[config.mk]
export PLATFORM = sky130hd
export DESIGN_NAME = ym3438_timers
export DESIGN_NICKNAME = d
export VERILOG_FILES = /design/src/rtl/ym3438_timers.sv
export SDC_FILE = /design/constraint.sdc
export NUM_CORES = 1
export LEC_CHECK = 0
export ABC_AREA = 1
export ABC_CLOCK_PERIOD_IN_PS = 2200
export BUFFER_PORTS_ARGS = -buffer_cell sky130_fd_sc_hd__clkbuf_2
export CAP_MARGIN = 20
export CORE_MARGIN = 8
export CORE_UTILIZATION = 60
export CTS_BUF_LIST = sky130_fd_sc_hd__clkbuf_4
export CTS_CLUSTER_SIZE = 30
export DETAILED_ROUTE_END_ITERATION = 8
export GPL_ROUTABILITY_DRIVEN = 0
export PLACE_DENSITY = 0.83
export SLEW_MARGIN = 20
export SYNTH_ARGS = -nofsm -noshare
export SYNTH_HDL_FRONTEND = slang
export SYNTH_SLANG_ARGS = --single-unit
[constraint.sdc]
create_clock -name MCLK -period 2.2 [get_ports MCLK]
set_clock_uncertainty 0.15 [all_clocks]
set_input_delay 0.22 -clock MCLK [delete_from_list [all_inputs] [get_ports MCLK]]
set_output_delay 0.22 -clock MCLK [all_outputs]
set_load 0.02 [all_outputs]
[src/rtl/ym3438_timers.sv]
// ym3438_timers: OPN2 Timer A / Timer B block (regs 0x24-0x27), status flags, CSM key-on.
// Revision 1.0
`default_nettype none

module ym3438_timers #(
  parameter int TB_PRESCALE = 16
) (
  input  logic       MCLK,
  input  logic       reset,
  input  logic       tick,
  input  logic       write_addr_en,
  input  logic       write_data_en,
  input  logic [7:0] data_bus,
  input  logic       bank,
  output logic       timer_a,
  output logic       timer_b,
  output logic       timer_a_ovf,
  output logic [1:0] ch3_mode,
  output logic       csm_key_on
);

  localparam int             PW       = (TB_PRESCALE > 1) ? $clog2(TB_PRESCALE) : 1;
  localparam logic [PW-1:0]  PRE_LAST = PW'(TB_PRESCALE - 1);

  logic [7:0]    addr_q, addr_d;
  logic          addr_valid_q, addr_valid_d;
  logic [9:0]    ta_q, ta_d;
  logic [7:0]    tb_q, tb_d;
  logic          load_a_q, load_a_d, load_b_q, load_b_d;
  logic          en_a_q, en_a_d, en_b_q, en_b_d;
  logic [1:0]    mode_q, mode_d;
  logic [9:0]    cnt_a_q, cnt_a_d;
  logic [7:0]    cnt_b_q, cnt_b_d;
  logic [PW-1:0] pre_q, pre_d;
  logic          timer_a_q, timer_a_d, timer_b_q, timer_b_d;
  logic          ovf_a_q, ovf_a_d;

  logic wr_en, wr_24, wr_25, wr_26, wr_27;
  logic step_b, ovf_b;

  always_comb begin
    // A simultaneous address strobe suppresses the data write.
    wr_en = write_data_en & ~write_addr_en & addr_valid_q & ~bank;
    wr_24 = wr_en & (addr_q == 8'h24);
    wr_25 = wr_en & (addr_q == 8'h25);
    wr_26 = wr_en & (addr_q == 8'h26);
    wr_27 = wr_en & (addr_q == 8'h27);

    addr_d       = addr_q;
    addr_valid_d = addr_valid_q;
    if (write_addr_en) begin
      addr_d       = data_bus;
      addr_valid_d = ~bank;
    end

    ta_d     = ta_q;
    tb_d     = tb_q;
    load_a_d = load_a_q;
    load_b_d = load_b_q;
    en_a_d   = en_a_q;
    en_b_d   = en_b_q;
    mode_d   = mode_q;
    if (wr_24) ta_d[9:2] = data_bus;
    if (wr_25) ta_d[1:0] = data_bus[1:0];
    if (wr_26) tb_d      = data_bus;
    if (wr_27) begin
      load_a_d = data_bus[0];
      load_b_d = data_bus[1];
      en_a_d   = data_bus[2];
      en_b_d   = data_bus[3];
      mode_d   = data_bus[7:6];
    end

    // Reloads use the old ta/tb, so a same-cycle period write applies next reload.
    ovf_a_d = tick & load_a_q & (cnt_a_q == 10'h3FF);
    cnt_a_d = cnt_a_q;
    if (wr_27 & data_bus[0] & ~load_a_q) cnt_a_d = ta_q;
    else if (tick & load_a_q)            cnt_a_d = ovf_a_d ? ta_q : cnt_a_q + 10'd1;

    pre_d   = tick ? pre_q + 1'b1 : pre_q;
    step_b  = tick & (pre_q == PRE_LAST);
    ovf_b   = step_b & load_b_q & (cnt_b_q == 8'hFF);
    cnt_b_d = cnt_b_q;
    if (wr_27 & data_bus[1] & ~load_b_q) cnt_b_d = tb_q;
    else if (step_b & load_b_q)          cnt_b_d = ovf_b ? tb_q : cnt_b_q + 8'd1;

    // An enabled overflow wins over a same-cycle flag-clear strobe.
    timer_a_d = (ovf_a_d & en_a_q) | (timer_a_q & ~(wr_27 & data_bus[4]));
    timer_b_d = (ovf_b & en_b_q)   | (timer_b_q & ~(wr_27 & data_bus[5]));
  end

  always_ff @(posedge MCLK) begin
    if (reset) begin
      addr_q       <= '0;
      addr_valid_q <= 1'b0;
      ta_q         <= '0;
      tb_q         <= '0;
      load_a_q     <= 1'b0;
      load_b_q     <= 1'b0;
      en_a_q       <= 1'b0;
      en_b_q       <= 1'b0;
      mode_q       <= '0;
      cnt_a_q      <= '0;
      cnt_b_q      <= '0;
      pre_q        <= '0;
      timer_a_q    <= 1'b0;
      timer_b_q    <= 1'b0;
      ovf_a_q      <= 1'b0;
    end else begin
      addr_q       <= addr_d;
      addr_valid_q <= addr_valid_d;
      ta_q         <= ta_d;
      tb_q         <= tb_d;
      load_a_q     <= load_a_d;
      load_b_q     <= load_b_d;
      en_a_q       <= en_a_d;
      en_b_q       <= en_b_d;
      mode_q       <= mode_d;
      cnt_a_q      <= cnt_a_d;
      cnt_b_q      <= cnt_b_d;
      pre_q        <= pre_d;
      timer_a_q    <= timer_a_d;
      timer_b_q    <= timer_b_d;
      ovf_a_q      <= ovf_a_d;
    end
  end

  assign timer_a     = timer_a_q;
  assign timer_b     = timer_b_q;
  assign timer_a_ovf = ovf_a_q;
  assign ch3_mode    = mode_q;
  assign csm_key_on  = ovf_a_q & (mode_q == 2'b10);

endmodule

`default_nettype wire

-- Yosys cells after proc, flatten, opt, wreduce, memory -nomap -nowiden
Index checks and enable logic that the tools add are counted.
- flip-flop bits (word level): 58
- bits in latches: 0
- RAM bits: 0
- ROM bits: 0
- logic and storage cells: 66
- memories: 0
- $add $sub $neg: 3
- multiply operators: 0
- div/mod/pow operators: 0
- order comparisons: 0
- equality and inequality tests: 8
- shift-type cells: 0
- mux-type cells: 6
- bitwise logic cells: 31
- reductions and logical operators: 2
- operators with widths (kind ; count):
    == test 8 x 6 -> 1 bit (second input constant) ; 4
    two-way mux 10 bit ; 3
    two-way mux 8 bit ; 3
    AND 1 bit ; 23
    adder 10 x 1 -> 10 bit (second input constant) ; 1
    == test 10 bit (second input constant) ; 1
    adder 8 x 1 -> 8 bit (second input constant) ; 1
    == test 8 bit (second input constant) ; 1
    inverter 1 bit ; 6
    adder 4 x 1 -> 4 bit (second input constant) ; 1
    == test 4 bit (second input constant) ; 1
    nonzero test 2 bit ; 2
    == test 2 bit (second input constant) ; 1
    bitwise OR 1 bit ; 2

-- Longest topological paths before layout
Gate-level depths: netlist of the first run.
- depth after elaboration: 9
- gate-level depth with buffers: 12

-- Worst setup path before layout of the first run
No wires, ideal clock.
- path kind: reg-to-reg
- from: register cnt_a_q[0]
- to: register cnt_a_q[4]
- data arrival time: 1.364 ns
- required time: 1.935 ns
- setup slack: 0.571 ns
- cell stages (with the launch flop): 13
- buffers on the path: 0
- clock period less this slack: 1.629 ns
- cells stage by stage: dfxtp_1 > ha_1 > nand2_1 > nor2_1 > nand2_1 > inv_2 > nand3_2 > nand2_1 > inv_2 > nand2_1 > nand2_1 > nor2_1 > nor2_1
- longest elaborated chain between the ends: 5
- elaborated cells on any way between the ends: 6
- RTL lines (element ; line ; text):
    start: declaration ; 32 ; logic [9:0] cnt_a_q, cnt_a_d;
    start signal: assignment ; 119 ; cnt_a_q <= cnt_a_d;
    parallel branches: the longest is 2 deep, another holds adder 10 x 1 -> 10 bit ; - ;
    two-way mux 10 bit (*) (2 in a row) ; 78 ; else if (tick & load_a_q) cnt_a_d = ovf_a_d ? ta_q : cnt_a_q + 10'd1;
    two-way mux 10 bit (*) ; 77 ; if (wr_27 & data_bus[0] & ~load_a_q) cnt_a_d = ta_q;
Every way passes the cells marked *. The select of a mux whose other input is x is not followed.
A chain may end at the register's enable or synchronous reset.

-- Worst setup path after layout of the first run
- from: input port write_addr_en
- to: register tb_q[4]
- longest elaborated chain between the ends: 5
- RTL lines (element ; line ; text):
    start: declaration ; 11 ; input logic write_addr_en,
    inverter 1 bit ; 43 ; wr_en = write_data_en & ~write_addr_en & addr_valid_q & ~bank;
    AND 1 bit (3 in a row) ; 43 ;
    AND 1 bit ; 46 ; wr_26 = wr_en & (addr_q == 8'h26);
    end signal: assignment ; 113 ; tb_q <= tb_d;
    end: declaration ; 28 ; logic [7:0] tb_q, tb_d;
Every way passes these cells.

==> results of run 1 <==
==> logic make-up after synthesis <==
group / Yosys count / synth area share
AND/OR/NAND/NOR: 195 / 0.3043
AO/OA/AOI/OAI: 97 / 0.1653
buffers and inverters: 79 / 0.1073
flip-flops: 58 / 0.3873
XOR/XNOR: 8 / 0.02337
adder cells (fa/ha/maj): 3 / 0.01252
==> critical path, cell delays in order <==
cell and delay, ps:
dlygate4sd3_1 530, clkbuf_2 190, inv_2 170, nand3_2 110
nor2_4 140, inv_2 90, nor2_4 100, nand4_2 290
o21ai_0 280, a21oi_1 60
==> synthesized netlist by cell type, types with 4 or more instances <==
master and instances:
nor2_2 4, a21oi_1 47, o21ai_1 9, inv_2 6, inv_1 59, nand2_1 102, nand4_1 6, nand3_2 4
nand3_1 22, dfxtp_1 58, clkbuf_1 8, nor2_4 5, o21ai_0 37, nor2_1 41, xor2_1 5
==> layer usage <==
layer | wire length, microns | up-vias | part of all wire
li1 | - | 1462 | -
met3 | 364 | 15 | 0.054
met4 | 157 | 0 | 0.023
met5 | 0 | - | 0
met2 | 3001 | 83 | 0.45
met1 | 3212 | 1240 | 0.48
==> sequential cells by signal (all words and copies together), names as in the netlist <==
name          cells
addr_valid_q      1
timer_a_ovf       1
ch3_mode          2
timer_a           1
tb_q              8
en_b_q            1
addr_q            8
ta_q             10
load_b_q          1
cnt_b_q           8
en_a_q            1
timer_b           1
pre_q             4
load_a_q          1
cnt_a_q          10
==> layout make-up <==
| type | count | share of cell area |
|---|---|---|
| clock buffers | 9 | 0.02059 |
| multi-input cells | 303 | 0.4624 |
| flip-flops and latches | 58 | 0.3538 |
| repair buffers | 29 | 0.05566 |
| well taps | 67 | 0.02554 |
| clock inverters | 6 | 0.007625 |
| inverters | 65 | 0.07434 |
==> metrics by stage <==
stage | instance area (sq um) | setup WS (ps)
final | 3282 | 141.7
after global routing | 3282 | -49.70
after CTS | 3264 | 131.0
after detailed placement | 3122 | 259.2
after global placement | 3122 | 332.1
after floorplan | 2998 | 571.5
==> how the worst max path moves through the flow <==
stage,slack (ps),cells after the start,to,start
final,140,10,tb_q[4],write_addr_en
after global routing,-50,10,tb_q[4],write_addr_en
after CTS,130,12,cnt_b_q[2],write_addr_en
after detailed placement,260,11,cnt_b_q[2],write_addr_en
after global placement,330,11,cnt_b_q[2],write_addr_en
after floorplan,570,12,cnt_a_q[4],cnt_a_q[0]
==> what timing repair did <==
action / 4_1_cts / 5_1_grt
hold endpoints to repair: 7 / 0
gates resized for setup: 0 / 1
hold buffers: 5 / 0
setup buffers: 0 / 2
endpoints found under the setup margin: 0 / 5
==> power by group through the flow <==
stage / Clock, mW / Sequential (mW) / Combinational, mW
2_1_floorplan: 0 / 1.10 / 0.0645
3_3_place_gp: 0 / 1.10 / 0.0994
3_5_place_dp: 0 / 1.10 / 0.102
4_1_cts: 0.589 / 1.08 / 0.109
5_1_grt: 0.632 / 1.08 / 0.123
6_report: 0.578 / 1.08 / 0.110
==> impl_metrics.csv, run 1 <==
group,metric,value,unit
outcome,outcome,"complete, no violations",
route,via_count,2800,
final_layout,fillers,442,
cts,tritoncts,"done",
grt,antenna_found_initial,0,
worst_setup_path,rr_worst_depth,10,
floorplanning,rows,25,
power,clockPowerShare,0.328,
worst_setup_path,path_class,"primary input to register",
logic_synthesis,synth_top_cell_area_share,0.3873,
power,sw_frac_of_total,0.2576,
route,postRouteAntennaNets,0,
placement,dpl.hpwl,4.876,mm
cts,clock-sinks,58,
worst_setup_path,r2r_slack,310,ps
final_layout,final_cell_mix,"nand2_1 (101), inv_1 (59), dfxtp_1 (58), a21oi_1 (47), nor2_1 (41)",
final_layout,area_growth,9.474,%
sta,max_slew_margin,0.7020,
grt,grt_use_total,0.1931,
logic_synthesis,ys_types,28,
logic_synthesis,syn_area_per_cell,6.813,sq um
final_layout,fin_nets,483,
worst_hold_path,min_path_cells,3,
cts,clock_latency,390,ps
logic_synthesis,synth_nets,457,
power,switchingPower,0.4543,mW
placement,dp_cells,515,
route,drc_errors,0,
power,power-per-cell-area,537.4,nW/um^2
final_layout,drive_above_1_share,0.1277,
floorplanning,chipHeight,86.69,microns
cts,path_clk_slew,90,ps
floorplanning,ios,20,
route,drtIter0Drc,180,
logic_synthesis,synth.cell_area,2998,sq um
worst_hold_path,min_delay_worst_endpoint,"load_a_q",
grt,overflow,0,
grt,grt_pass1_wl,11.56,mm
worst_hold_path,hold_class,"primary input to register",
sta,clock.fmax,485.8,MHz
power,vdd.ir_drop.worst,506.5,uV
sta,rsz0062_at_grt,"true",
final_layout,finish.utilization,0.6858,
worst_hold_path,hp-start,"data_bus[0]",
grt,grt_max_degree,25,
power,total_power,1.764,mW
logic_synthesis,ys_top_cells_by_area,"dfxtp_1 (39%), nand2_1 (13%), a21oi_1 (7.8%)",
worst_setup_path,worstPathMaxFanout,16,
logic_synthesis,yosysWarnings,0,
cts,clk_path_buf_depth,2,
final_layout,multi_input_area,1518,sq um
final_layout,diodes,0,
grt,grt_util_met2,0.2924,
grt,grt_use_met3,0.03119,
logic_synthesis,ys_ff_latch,58,
sta,tightest_slew,443.6,ps
placement,io_buffers,19,
route,post_drt_wl_per_cell,12.54,microns
power,combPwrFrac,0.063,
floorplanning,dieArea,7514,sq um
route,wl,6.736,mm
power,cellLeakagePower,1.330,nW
worst_setup_path,r2r_end,"cnt_b_q[1]",
grt,grt-busiest-layer,"met2",
floorplanning,start_util,0.6264,
run,max-cap-violations,0,
worst_setup_path,cp.required,2320,ps
logic_synthesis,ys.flop_type,"dfxtp_1",
logic_synthesis,synth_edf_count,0,
logic_synthesis,synthArstFlopShare,0,
cts,cts-root-buf,"clkbuf_4",
route,drtPass1Iterations,5,
floorplanning,core,4786,sq um
worst_setup_path,r2r_start,"cnt_b_q[0]",
sta,setup_viol_count_final,0,
cts,h-tree-depth,3,
sta,final-max-slew-violation-count,0,
grt,grt_use_met1,0.2550,
final_layout,stdcell_count,537,
sta,hold_violations,0,
logic_synthesis,ys_seq_area_frac,0.3873,
worst_setup_path,arrival,2180,ps
sta,finalCritPeriodShare,0.9356,
route,avgViaCountPerCell,5.214,
worst_setup_path,cp-end-kind,"register",
sta,fin_setup_tns,0,ps
logic_synthesis,yosys.area.top_type,"dfxtp_1",
power,intPower,1.309,mW
sta,finalCriticalPeriod,2058,ps
floorplanning,die_w,86.69,microns
grt,grt_pass1_vias,2615,
final_layout,seq_area,1161,sq um
logic_synthesis,syn_inst,440,
worst_setup_path,critPathLaunchType,"primary input",
cts,cts_buffers,9,
sta,hold_slack,22.22,ps
power,power_frac_seq,0.610,
final_layout,final_common_cell,"nand2_1",
Power figures use the tool's default switching activity.
==> run 2, diff against run 1 <==
--- a/config.mk
+++ b/config.mk
@@ -16,6 +16,7 @@
 export DETAILED_ROUTE_END_ITERATION = 8
 export GPL_ROUTABILITY_DRIVEN = 0
 export PLACE_DENSITY = 0.83
+export REMOVE_ABC_BUFFERS = 1
 export SLEW_MARGIN = 20
 export SYNTH_ARGS = -nofsm -noshare
 export SYNTH_HDL_FRONTEND = slang
==> impl_metrics.csv, run 2 (same netlist as run 1, synthesis figures left out) <==
group,metric,value,unit
final_layout,final_common_cell,"nand2_1",
sta,rsz0062_at_grt,"false",
worst_setup_path,r2r_end,"cnt_b_q[1]",
floorplanning,core,4786,sq um
power,total_power,2.050,mW
grt,grt_pass1_wl,11.91,mm
worst_setup_path,cp-startpoint,"write_addr_en",
final_layout,area_growth,12.23,%
floorplanning,ios,20,
sta,setup_viol_count_final,0,
cts,path_clk_slew,110,ps
worst_setup_path,endpoint,"tb_q[2]",
floorplanning,rows,25,
sta,tightest_slew,535.4,ps
sta,finalCritPeriodShare,0.9228,
route,drtIter0Drc,262,
final_layout,drive_above_1_share,0.1377,
worst_setup_path,r2r_start,"cnt_b_q[0]",
placement,dpl_cell_area,3122,sq um
floorplanning,start_util,0.6264,
worst_setup_path,cp-end-kind,"register",
sta,finalCriticalPeriod,2030,ps
placement,io_buffers,19,
route,drc_errors,0,
sta,hold_violations,0,
worst_setup_path,cp.required,2330,ps
worst_setup_path,arrival,2160,ps
route,post_drt_wl_per_cell,13.36,microns
worst_setup_path,worstPathMaxFanout,16,
grt,grt_pass1_vias,2631,
final_layout,fillers,374,
final_layout,final_cell_mix,"nand2_1 (101), inv_1 (59), dfxtp_1 (58), a21oi_1 (47), nor2_1 (41)",
sta,max_slew_margin,0.6403,
sta,final-max-slew-violation-count,0,
worst_setup_path,path_class,"primary input to register",
route,avgViaCountPerCell,5.340,
final_layout,diodes,0,
cts,tritoncts,"done",
power,vdd.ir_drop.worst,668.0,uV
cts,clk_path_buf_depth,2,
sta,clock.fmax,492.6,MHz
worst_setup_path,r2r_slack,310,ps
worst_setup_path,rr_worst_depth,10,
route,wl,7.203,mm
final_layout,stdcell_area,3364,sq um
worst_setup_path,critPathLaunchType,"primary input",
grt,grt_max_degree,42,
floorplanning,chipHeight,86.69,microns
grt,antenna_found_initial,0,
grt,overflow,0,
run,max-cap-violations,0,
route,postRouteAntennaNets,0,
cts,clock_latency,400,ps
final_layout,fin_nets,484,
power,cellLeakagePower,1.364,nW
cts,cts-root-buf,"clkbuf_4",
placement,dpl.hpwl,4.925,mm
outcome,outcome,"complete, no violations",
floorplanning,die_w,86.69,microns
cts,h-tree-depth,3,
cts,clock-sinks,58,
sta,fin_setup_tns,0,ps
worst_hold_path,hold_class,"primary input to register",
route,drtPass1Iterations,5,
cts,cts_buffers,9,
floorplanning,dieArea,7514,sq um
route,via_count,2878,
grt,grt_use_total,0.1990,
final_layout,reg_top3,"cnt_a_q: 10 flops, ta_q: 10 flops",
power,power-per-cell-area,609.4,nW/um^2
[run 2: changes by cell type in the layout (fill, tap and decap cells not counted)]
cell,change
clkinvlp_4,+1
nand4_2,-1
inv_2,-1
clkinv_1,-3
bufinv_16,+2
buf_4,+1
nand4_4,+1
inv_4,+1
clkbuf_4,+1
[run 2: area by class of cell]
cell class                 instances  area [sq um]  share of cell area
clock buffer                      10         75.07             0.02231
inverter                          65         246.5             0.07326
timing repair buffer              30         190.2             0.05653
clock inverter                     6         81.33             0.02417
multi-input combinational        303          1526              0.4537
sequential                        58          1161              0.3451
tap                               67         83.83             0.02492
[run 2: repair_timing]
item / 4_1_cts / 5_1_grt
endpoints found under the setup margin: 0 / 10
gates resized for setup: 0 / 3
buffers inserted: 0 / 3
endpoints found under the hold margin: 7 / 0
hold buffers: 5 / 0
[run 2: how the worst min path moves through the flow]
| stage | from | cells after the start | end | slack (ps) |
|---|---|---|---|---|
| after global placement | pre_q[3] | 1 | pre_q[3] | 290 |
| after detailed placement | ta_q[8] | 2 | ta_q[8] | 290 |
| after global routing | data_bus[4] | 3 | tb_q[4] | 0.7 |
| after CTS | tick | 3 | pre_q[1] | 1 |
| final | data_bus[4] | 3 | tb_q[4] | 10 |
| after floorplan | reset | 1 | ch3_mode[0] | 140 |
[run 2: metrics by stage]
step	setup WS (ps)	hold WS (ps)	utilization	cells
2_1_floorplan	565.6	139.1	-	426
3_5_place_dp	261.0	294.0	0.6523	515
3_3_place_gp	340.9	287.4	0.6523	515
6_report	169.8	11.46	0.7030	539
4_1_cts	134.4	1.131	0.6954	536
5_1_grt	24.75	0.6606	0.7030	539
[run 2: worst max-delay path: stages]
cell	delay (ps)
dlygate4sd3_1	550
clkbuf_2	200
inv_4	130
nand3_2	90
nor2_4	130
inv_2	80
nor2_4	120
nand4_2	310
o21ai_0	270
a21oi_1	50
[run 2: layer usage]
metal	vias up	GRT usage	routed length [microns]
met5	-	0	0
li1	1471	-	-
met4	0	0.08451	147
met3	17	0.05009	536
met1	1270	0.2412	3183
met2	120	0.3250	3336
[run 2: where the power goes]
| part | switching [mW] | internal [mW] |
|---|---|---|
| registers | 0.0113 | 1.06 |
| clock network | 0.397 | 0.466 |
| logic | 0.0744 | 0.0375 |
==> run 3, diff against run 2 <==
--- a/config.mk
+++ b/config.mk
@@ -5,17 +5,16 @@
 export SDC_FILE = /design/constraint.sdc
 export NUM_CORES = 1
 export LEC_CHECK = 0
-export ABC_AREA = 1
-export ABC_CLOCK_PERIOD_IN_PS = 2200
+export ABC_CLOCK_PERIOD_IN_PS = 2270
 export BUFFER_PORTS_ARGS = -buffer_cell sky130_fd_sc_hd__clkbuf_2
 export CAP_MARGIN = 20
 export CORE_MARGIN = 8
-export CORE_UTILIZATION = 60
+export CORE_UTILIZATION = 35
 export CTS_BUF_LIST = sky130_fd_sc_hd__clkbuf_4
 export CTS_CLUSTER_SIZE = 30
 export DETAILED_ROUTE_END_ITERATION = 8
 export GPL_ROUTABILITY_DRIVEN = 0
-export PLACE_DENSITY = 0.83
+export PLACE_DENSITY = 0.55
 export REMOVE_ABC_BUFFERS = 1
 export SLEW_MARGIN = 20
 export SYNTH_ARGS = -nofsm -noshare
==> constraint.sdc (replaced) <==
create_clock -name MCLK -period 2.27 [get_ports MCLK]
set_clock_uncertainty 0.15 [all_clocks]
set_input_delay 0.227 -clock MCLK [delete_from_list [all_inputs] [get_ports MCLK]]
set_output_delay 0.227 -clock MCLK [all_outputs]
set_load 0.02 [all_outputs]
==> impl_metrics.csv, run 3 <==
group,metric,value,unit
outcome,outcome,"complete, no violations",
power,cellLeakagePower,1.280,nW
route,via_count,2223,
cts,clk_path_buf_depth,2,
cts,path_clk_slew,100,ps
logic_synthesis,syn_inst,294,
logic_synthesis,yosys.area.top_type,"dfxtp_1",
final_layout,final_cell_mix,"dfxtp_1 (58), nor2_1 (51), mux2i_1 (34), nand2_1 (22), clkbuf_2 (19)",
final_layout,stdcell_count,430,
sta,final-max-slew-violation-count,0,
route,postRouteAntennaNets,0,
final_layout,final_common_cell,"dfxtp_1",
power,combPwrFrac,0.042,
logic_synthesis,ys_top_cells_by_area,"dfxtp_1 (44%), mux2i_1 (13%), nor2_1 (7.2%)",
worst_setup_path,crit_buf_inv,3,
sta,finalCriticalPeriod,2128,ps
power,switchingPower,0.4385,mW
cts,postCtsSetupBuffers,0,
sta,rsz0062_at_grt,"false",
sta,finalCritPeriodShare,0.9376,
sta,setup_viol_count_final,0,
final_layout,reg_top3,"cnt_a_q: 10 flops, ta_q: 10 flops",
logic_synthesis,synth_top_cell_area_share,0.4381,
sta,clock.fmax,469.8,MHz
worst_setup_path,critPathLaunchType,"primary input",
worst_hold_path,hold_class,"primary input to register",
power,power_frac_seq,0.481,
power,power-per-cell-area,693.2,nW/um^2
logic_synthesis,synth.cell_area,2650,sq um
logic_synthesis,ys.flop_type,"dfxtp_1",
worst_setup_path,crit_path_max_incr_delay,540,ps
power,clockPowerShare,0.477,
placement,io_buffers,19,
placement,dp_cells,409,
logic_synthesis,synth_common_cells,"dfxtp_1 (58), nor2_1 (51), mux2i_1 (34), nand2_1 (22), nand3_1 (14)",
logic_synthesis,synthArstFlopShare,0,
worst_setup_path,critPathSlowestCell,"dlygate4sd3_1",
cts,cts-root-buf,"clkbuf_4",
worst_setup_path,path_class,"primary input to register",
floorplanning,core,7292,sq um
cts,tritoncts,"done",
floorplanning,ios,20,
cts,postCtsHoldBufs,5,
logic_synthesis,syn_area_per_cell,9.014,sq um
grt,overflow,0,
worst_setup_path,worstPathMaxFanout,4,
cts,clock_latency,390,ps
grt,grt_use_total,0.1299,
logic_synthesis,ys_ff_latch,58,
final_layout,diodes,0,
final_layout,drive_above_1_share,0.1601,
floorplanning,rows,31,
floorplanning,chipHeight,103.0,microns
route,wl,6.332,mm
grt,antenna_found_initial,0,
cts,clock-sinks,58,
worst_setup_path,cp.required,2380,ps
worst_setup_path,arrival,2240,ps
final_layout,fin_nets,343,
grt,grt_max_degree,33,
floorplanning,start_util,0.3634,
grt,grt_pass1_vias,2171,
route,drtPass1Iterations,5,
power,total_power,2.166,mW
worst_setup_path,cp_cell_sequence,"dlygate4sd3_1 > clkbuf_2 > or2_4 > nor3_1 > nor3b_1 > buf_4 > mux2i_1 > nor2_1",
power,intPower,1.727,mW
floorplanning,dieArea,10610,sq um
logic_synthesis,yosysWarnings,0,
route,post_drt_wl_per_cell,14.73,microns
final_layout,area_growth,17.89,%
run,max-cap-violations,0,
worst_setup_path,cp-end-kind,"register",
power,sw_frac_of_total,0.2025,
route,avgViaCountPerCell,5.170,
grt,grt_pass1_wl,10.62,mm
route,drc_errors,0,
logic_synthesis,ys_seq_area_frac,0.4381,
power,vdd.ir_drop.worst,308.7,uV
route,drtIter0Drc,99,
cts,cts_buffers,9,
sta,max_slew_margin,0.5455,
cts,ctsResizeCount,0,
logic_synthesis,synth_edf_count,0,
placement,dpl.hpwl,4.579,mm
logic_synthesis,yosysMostFrequentCell,"dfxtp_1",
sta,hold_violations,0,
logic_synthesis,ys_types,47,
floorplanning,die_w,103.0,microns
cts,h-tree-depth,3,
worst_setup_path,critical-path-top-delay-family,"simple AND/OR/NAND/NOR gates",
sta,tightest_slew,681.7,ps
-- run 3: changes by cell type after synthesis, moves of 8 or more --
| cell | delta |
|---|---|
| mux2i_1 | +34 |
| nor2_1 | +10 |
| o21ai_0 | -31 |
| nand3_1 | -8 |
| nand2_1 | -80 |
| a21oi_1 | -35 |
| inv_1 | -54 |
| o21ai_1 | -8 |
-- run 3: area by class of cell --
cell class                 instances  area, sq um
inverter                           5        18.77
clock inverter                     7        131.4
clock buffer                       9        67.56
sequential                        58         1161
multi-input combinational        218         1401
fill                             774         4168
timing repair buffer              34        220.2
tap                               99        123.9
-- run 3: metal layers --
metal  vias up  global-route usage  wire (microns)
met1      1045              0.1516            2935
met2        41              0.2199            3078
met3         9             0.04321             246
met5         -                   0               0
li1       1128                   -               -
met4         0             0.03893              71
-- run 3: worst paths after layout --
kind	startpoint	to	slack [ps]	cells after the start
worst max register to register	cnt_b_q[0]	cnt_b_q[4]	220	6
worst max-delay path	bank	ta_q[6]	140	8
worst min register to register	en_b_q	timer_b	310	2
worst min-delay path	data_bus[3]	en_b_q	20	3
-- run 3: power groups by stage --
stage                     clock, mW  combinational, mW  sequential, mW
final                          1.03             0.0907            1.04
after global routing           1.11             0.0997            1.04
after CTS                      1.07             0.0924            1.04
after detailed placement          0             0.0856            1.06
after global placement            0             0.0840            1.06
after floorplan                   0             0.0295            1.06
-- run 3: worst reg2reg max path, delay by kind of cell, from the launching register on --
family / cells / cell delay [ps]
AOI/OAI and AO/OA: 1 / 310
adders and majority gates: 1 / 200
muxes: 1 / 260
DFF: 1 / 410
and+or+nand+nor: 3 / 630
-- run 3: cell families (layout without fill, tap and decap cells) --
| kind of cell | after synthesis | after routing | synth area share |
|---|---|---|---|
| mux | 34 | 34 | 0.1284 |
| flops | 58 | 58 | 0.4381 |
| compound gates | 40 | 40 | 0.09868 |
| simple gates | 136 | 136 | 0.2710 |
| fa+ha+maj | 3 | 3 | 0.01417 |
| xor+xnor | 5 | 5 | 0.01653 |
| buf+inv | 18 | 55 | 0.03305 |
-- run 3: stage by stage --
step	setup slack [ps]	util	instance area [sq um]	hold slack, ps	TNS, ps
4_1_cts	191.1	0.4284	3124	3.797	0
5_1_grt	23.82	0.4284	3124	12.94	0
2_1_floorplan	-111.5	-	2581	141.6	-891.7
3_3_place_gp	219.1	0.3943	2875	279.2	0
6_report	141.6	0.4284	3124	21.72	0
3_5_place_dp	204.9	0.3943	2875	288.3	0
